### config.mk
export PLATFORM = sky130hd
export DESIGN_NAME = dlo_phase_arbiter
export DESIGN_NICKNAME = d
export VERILOG_FILES = /design/src/rtl/dlo_phase_arbiter.sv
export SDC_FILE = /design/constraint.sdc
export NUM_CORES = 1
export LEC_CHECK = 0
export ABC_AREA = 1
export BUFFER_PORTS_ARGS = -buffer_cell sky130_fd_sc_hd__buf_2
export CAP_MARGIN = 10
export CELL_PAD_IN_SITES_DETAIL_PLACEMENT = 1
export CELL_PAD_IN_SITES_GLOBAL_PLACEMENT = 1
export CORE_UTILIZATION = 39
export CTS_CLUSTER_DIAMETER = 30
export DETAILED_ROUTE_END_ITERATION = 8
export PLACE_DENSITY_LB_ADDON = 0.3
export SLEW_MARGIN = 20
export SYNTH_ARGS = -nofsm -noshare
export SYNTH_HDL_FRONTEND = slang
export SYNTH_SLANG_ARGS = --single-unit
export TNS_END_PERCENT = 5
### constraint.sdc
create_clock -name CP -period 1.7 [get_ports CP]
set_clock_uncertainty 0.2 [all_clocks]
set_input_delay 0.255 -clock CP [delete_from_list [all_inputs] [get_ports CP]]
set_output_delay 0.255 -clock CP [all_outputs]
set_load 0.01 [all_outputs]
### src/rtl/dlo_phase_arbiter.sv
// Round-robin owner of a shared domino DLO datapath: per transaction it precharges,
// releases the stage enables one domino stage at a time, then strobes the result capture.
module dlo_phase_arbiter #(
    parameter int NSTG     = 2,
    parameter int PRE_CYC  = 1,
    parameter int EVAL_CYC = 1
) (
    input  logic            CP,
    input  logic            RST,
    input  logic [1:0]      REQ,
    output logic [1:0]      GNT,
    output logic [1:0]      ACK,
    output logic [NSTG-1:0] DLO_CP,
    output logic            CAP,
    output logic            BUSY
);

    localparam int PMAX = (PRE_CYC > EVAL_CYC) ? PRE_CYC : EVAL_CYC;
    localparam int PW   = $clog2(PMAX + 1);
    localparam int SW   = $clog2(NSTG + 1);

    localparam logic [PW-1:0] PRE_LAST  = PW'(PRE_CYC - 1);
    localparam logic [PW-1:0] EVAL_LAST = PW'(EVAL_CYC - 1);
    localparam logic [SW-1:0] STG_LAST  = SW'(NSTG - 1);

    typedef enum logic [1:0] {S_IDLE, S_PRE, S_EVAL, S_CAP} state_t;

    state_t        r_state;
    logic [PW-1:0] r_cnt;
    logic [SW-1:0] r_stg;
    logic          r_last;

    logic [1:0]    w_gnt_idle;
    logic [1:0]    w_req_next;
    logic [1:0]    w_gnt_next;

    // Tie goes to whichever requester was not served last.
    function automatic logic [1:0] f_arb(input logic [1:0] req, input logic last);
        if (req == 2'b11) return last ? 2'b01 : 2'b10;
        return req;
    endfunction

    // Domino order: every stage up to and including k is evaluating.
    function automatic logic [NSTG-1:0] f_stg_mask(input logic [SW-1:0] k);
        logic [NSTG-1:0] m;
        for (int i = 0; i < NSTG; i++) m[i] = (SW'(i) <= k);
        return m;
    endfunction

    assign w_gnt_idle = f_arb(REQ, r_last);
    assign w_req_next = REQ & ~GNT;
    assign w_gnt_next = f_arb(w_req_next, r_last);

    always_ff @(posedge CP or posedge RST) begin
        if (RST) begin
            r_state <= S_IDLE;
            r_cnt   <= '0;
            r_stg   <= '0;
            r_last  <= 1'b1;
            GNT     <= '0;
            ACK     <= '0;
            DLO_CP  <= '0;
            CAP     <= 1'b0;
            BUSY    <= 1'b0;
        end else begin
            ACK <= '0;
            CAP <= 1'b0;
            case (r_state)
                S_IDLE: begin
                    if (|REQ) begin
                        r_state <= S_PRE;
                        r_cnt   <= '0;
                        GNT     <= w_gnt_idle;
                        BUSY    <= 1'b1;
                    end
                end
                S_PRE: begin
                    if (r_cnt == PRE_LAST) begin
                        r_state <= S_EVAL;
                        r_cnt   <= '0;
                        r_stg   <= '0;
                        DLO_CP  <= f_stg_mask('0);
                    end else begin
                        r_cnt <= r_cnt + 1'b1;
                    end
                end
                S_EVAL: begin
                    if (r_cnt == EVAL_LAST) begin
                        r_cnt <= '0;
                        if (r_stg == STG_LAST) begin
                            r_state <= S_CAP;
                            DLO_CP  <= '1;
                            CAP     <= 1'b1;
                            ACK     <= GNT;
                            r_last  <= GNT[1];
                        end else begin
                            r_stg  <= r_stg + 1'b1;
                            DLO_CP <= f_stg_mask(r_stg + 1'b1);
                        end
                    end else begin
                        r_cnt <= r_cnt + 1'b1;
                    end
                end
                S_CAP: begin
                    // The owner's own request is ignored here so the other side gets its turn.
                    DLO_CP <= '0;
                    r_cnt  <= '0;
                    r_stg  <= '0;
                    if (|w_req_next) begin
                        r_state <= S_PRE;
                        GNT     <= w_gnt_next;
                    end else begin
                        r_state <= S_IDLE;
                        GNT     <= '0;
                        BUSY    <= 1'b0;
                    end
                end
                default: r_state <= S_IDLE;
            endcase
        end
    end

endmodule
* Yosys cells after proc, flatten, opt, wreduce, memory -nomap -nowiden
Index checks and enable logic that the tools add are counted.
** Storage, ports and cells
- Register bits after elaboration :: 14
- Input bits :: 4
- Output and inout bits :: 8
** Operators by class
- Add/sub/neg operators :: 2
- $lt $le $gt $ge :: 2
- Eq/ne operators :: 12
- Muxes and demuxes :: 36
- Bitwise operators :: 3
- Reductions and logical operators :: 12
** Operators by type and width (count)
- two-way mux 2 bit :: 20
- inequality test 2 bit (second input constant) :: 6
- case mux 2 bit (3 select lines) :: 2
- two-way mux 1 bit :: 10
- AND reduction 3 bit :: 3
- == test 2 bit (second input constant) :: 4
- case mux 2 bit (4 select lines) :: 1
- AND reduction 4 bit :: 2
- OR reduction 2 bit :: 3
- == test 2 x 1 -> 1 bit (second input constant) :: 2
- <= comparator 1 x 2 -> 1 bit (first input constant) :: 2
- case mux 2 bit (2 select lines) :: 1
- case mux 1 bit (3 select lines) :: 1
- nonzero test 3 bit :: 1
- adder 2 x 1 -> 2 bit (second input constant) :: 1
- AND 2 bit :: 1
- logical NOT 2 bit :: 1
- inverter 2 bit :: 1
- case mux 1 bit (2 select lines) :: 1
- AND reduction 2 bit :: 1
- nonzero test 2 bit :: 1
- adder 1 bit (second input constant) :: 1
- inverter 1 bit :: 1

* Longest topological paths before layout
- Depth in word-level cells :: 7
- Gate-level depth with buffers :: 9

* Least setup slack after synthesis
OpenSTA, ideal clock, no wires.
- Kind :: reg2reg
- From :: reg r_state[0]
- To :: reg BUSY
- Setup time :: 0.117 ns
- Arrival time :: 1.129 ns
- Path slack :: 0.255 ns
- Cell stages (with the launch flop) :: 10
- Path buffers :: 1
- Clock period less this slack :: 1.445 ns
- Cells stage by stage :: dfrtp_1 > inv_1 > ha_1 > buf_6 > inv_1 > nand2_1 > nand2_2 > nand2_1 > nand2_1 > nand2_1
** Between the ends
- Longest elaborated chain between the ends :: 3
** RTL lines
- start: declaration :: RTL line 28 : state_t r_state;
- start signal: assignment :: RTL line 56 : r_state <= S_IDLE;
- start signal: assignment :: RTL line 71 : r_state <= S_PRE;
- start signal: assignment :: RTL line 79 : r_state <= S_EVAL;
- == test 2 bit / logical NOT 2 bit (equally long branches) :: RTL line 68 : case (r_state)
- inequality test 2 bit (no line) / nonzero test 2 bit (equally long branches)
- AND reduction 3 bit (no line)
- end signal: assignment :: RTL line 64 : BUSY <= 1'b0;
- end signal: assignment :: RTL line 74 : BUSY <= 1'b1;
- end signal: assignment :: RTL line 115 : BUSY <= 1'b0;
- end: declaration :: RTL line 15 : output logic BUSY
Parallel ways exist; a longest one is shown, timed or not.
A chain may end at the register's enable or synchronous reset.

* Worst setup path in the final report
Ends and elaborated chain as after synthesis.

==> flow_metrics.env <==
export IMPL_routed_wl_um=1470
export IMPL_grt_pass1_wl_um=2540
export IMPL_stdcell_count=114
export IMPL_yosys_top_cells_area="dfrtp_1 (43%), nand2_1 (14%), ha_1 (11%)"
export IMPL_yosysTopAreaCell="dfrtp_1"
export IMPL_first_iter_violations=5
export IMPL_synth_compound_area_share_pct=11.1
export IMPL_relSlewSlack_pct=65.8
export IMPL_ant_nets=0
export IMPL_drive_gt1_share_pct=21.4
export IMPL_p_seq_share_pct=37.3
export IMPL_ctsResizeCount=0
export IMPL_num_io_pins=12
export IMPL_multiInputGateArea_um2=312
export IMPL_power_leakage_uw=0.000435
export IMPL_yosys_cell_count_top_type="nand2_1"
export IMPL_ys_async_sr_fraction_pct=100
export IMPL_cp_max_fo=5
export IMPL_synth_edf_count=0
export IMPL_worstRegToRegCells=7
export IMPL_ys_warn_count=0
export IMPL_synth_top_family_by_area="simple AND/OR/NAND/NOR gates"
export IMPL_cts_buffers=3
export IMPL_cts_buffer_depth=2
export IMPL_dp_hpwl_um=1130
export IMPL_setup_tns_final_ns=0
export IMPL_grt_max_degree=14
export IMPL_synthAdderAreaFrac_pct=10.9
export IMPL_synthXorXnorAreaFrac_pct=0
export IMPL_worstPathArrival_ns=1.49
export IMPL_syn_nets=92
export IMPL_cp_end_kind="flop"
export IMPL_fin_nets=109
export IMPL_first_pass_iters=5
export IMPL_ys_types=16
export IMPL_grt_pass1_vias=561
export IMPL_start_util_pct=43.8
export IMPL_vias=561
export IMPL_rows=14
export IMPL_overflow=0
export IMPL_dieArea_um2=1940
export IMPL_p_int_uw=780
export IMPL_fin_area_um2=798
export IMPL_drv_cap=0
export IMPL_synthesis_area_um2=691
export IMPL_fin_crit_ns=1.52
export IMPL_yosys_area_share_simple_pct=23.2
export IMPL_synth_ff_type="dfrtp_1"
export IMPL_fillers=199
export IMPL_fp_dieH_um=44.1
export IMPL_pwr_share_comb_pct=48.8
export IMPL_status="complete, no violations"
export IMPL_antenna_cells=0
export IMPL_required_ns=1.67
export IMPL_yosys_area_top_type_share_pct=43.5
export IMPL_seq_area_um2=327
export IMPL_hold_viol=0
export IMPL_viasPerCell=4.92
export IMPL_synthToLayoutAreaGrowth_pct=15.6
export IMPL_place_congestion=0.765
export IMPL_route_detailed_drc=0
export IMPL_min_path_type="in -> reg"
export IMPL_swShare_pct=43.6
export IMPL_cts_root_buf="clkbuf_4"
export IMPL_core_um2=1580
export IMPL_power_uw=1380
export IMPL_clk_pin_slew_worst_paths_ns=0.07
export IMPL_crit_type="reg -> reg"
export IMPL_postSynthAreaPerCell_um2=8.42
export IMPL_clockPowerShare_pct=13.9
export IMPL_cts_tree="done"
export IMPL_chipWidth_um=44.1
export IMPL_fin_crit_sh_pct=89.2
export IMPL_synthCells=82
export IMPL_antenna_found_initial=0
export IMPL_clk_latency_ns=0.28
export IMPL_dp_cells=109
export IMPL_rsz0062_at_grt="no"
export IMPL_cts_sinks=13
export IMPL_placed_area_um2=762
export IMPL_port_buffers=11
export IMPL_drv_slew=0
export IMPL_min_path_cells=4
export IMPL_worstSetupStartpointType="flop"
export IMPL_wire_per_inst_um=12.9
export IMPL_synth_seq_cells=13
export IMPL_grt_total_usage_pct=18.6
export IMPL_ys_seq_area_share_pct=47.3
export IMPL_crit_chain="inv_1, ha_1, inv_1, nand2_1, nand2_2, nand3_1, nand2_1"
export IMPL_slowest_delay_ns=0.41
export IMPL_synthMuxAreaShare_pct=0
export IMPL_synth_common_cells="nand2_1 (26), dfrtp_1 (12), inv_1 (9), o21ai_1 (9), ha_1 (6)"
export IMPL_h_tree_depth=1
export IMPL_finalSetupViolations=0
export IMPL_worstMarginPinSlew_ns=0.512
export IMPL_ir_worst_vdd_v=0.000722
export IMPL_power_density_nw_per_um2=1730
export IMPL_fmax_mhz=660
export IMPL_cpMaxStageDelayCell="dfrtp_1"
export IMPL_p_switching_uw=602
-- worst max-delay path: cells and delay by family, from the launching register on --
family                     cells  cell delay, ns
and+or+nand+nor                4            0.34
DFF                            1            0.41
buffers and inverters          2            0.19
adders and majority gates      1            0.26
-- flip-flops by register name, indices dropped and copies added, names as in the netlist --
register  flops
ACK           2
BUSY          1
CAP           1
DLO_CP        2
GNT           2
r_last        1
r_state       2
r_stg         2
-- final cells by class --
cell class,instances,share of cell area [%]
clock buffer,4,3.29
inverter,11,5.17
multi-input combinational,57,39.0
sequential,13,40.9
tap,16,2.51
timing repair buffer,13,9.09
-- power groups by stage --
stage	Sequential (uW)	Combinational [uW]	Clock, uW
after floorplan	533	481	0
after global placement	514	662	0
after detailed placement	522	680	0
after CTS	516	686	201
after global routing	526	782	209
final	515	675	192
-- per-layer routing --
layer / share of wire, % / track usage [%] / up-vias
li1: - / - / 291
met1: 48 / 24.7 / 257
met2: 46 / 27.9 / 9
met3: 2.3 / 3.67 / 4
met4: 2.9 / 10.9 / 0
met5: 0 / 0 / -
-- path summary, 6_finish.rpt --
| kind | startpoint | end | slack, ns |
|---|---|---|---|
| setup / recovery | r_state[0] | BUSY | 0.18 |
| hold / removal | REQ[1] | GNT[1] | 0.18 |
| setup reg to reg | r_state[0] | BUSY | 0.18 |
| hold reg to reg | BUSY | BUSY | 0.28 |
| max in group asynchronous | RST | r_last | 0.60 |
| min in group asynchronous | RST | CAP | 0.34 |
-- kinds of logic (layout without fill, tap and decap cells) --
kind of cell	after synthesis	after routing
AO/OA/AOI/OAI	12	12
adder cells (fa/ha/maj)	6	6
buffers and inverters	12	28
flip-flops	13	13
AND/OR/NAND/NOR	39	39
-- cell usage in the layout (no fill, tap or decap) --
master / instances
o21ai_1: 9
dfrtp_1: 12
inv_2: 2
a21oi_4: 1
o31ai_1: 1
buf_2: 11
dfstp_2: 1
clkbuf_1: 1
ha_1: 6
nor2_1: 5
dlygate4sd3_1: 1
nor2_2: 1
nand3_1: 5
clkbuf_4: 3
nand2_1: 26
nand2_2: 1
inv_1: 9
o21bai_1: 1
buf_4: 1
nand4_1: 1
-- per-stage QoR --
step	util, %	hold slack [ns]	setup WS [ns]
floorplan	-	-0.0688	0.255
global placement	48.3	0.0988	0.236
detailed placement	48.3	0.111	0.191
CTS	50.6	0.184	0.177
global route	50.6	0.238	0.0884
finish	50.6	0.185	0.184
-- repair_timing --
action                    CTS  global route
hold buffers                1             0
setup buffers               0             0
hold endpoints to repair   12             0
(Power assumes the default switching activity.)
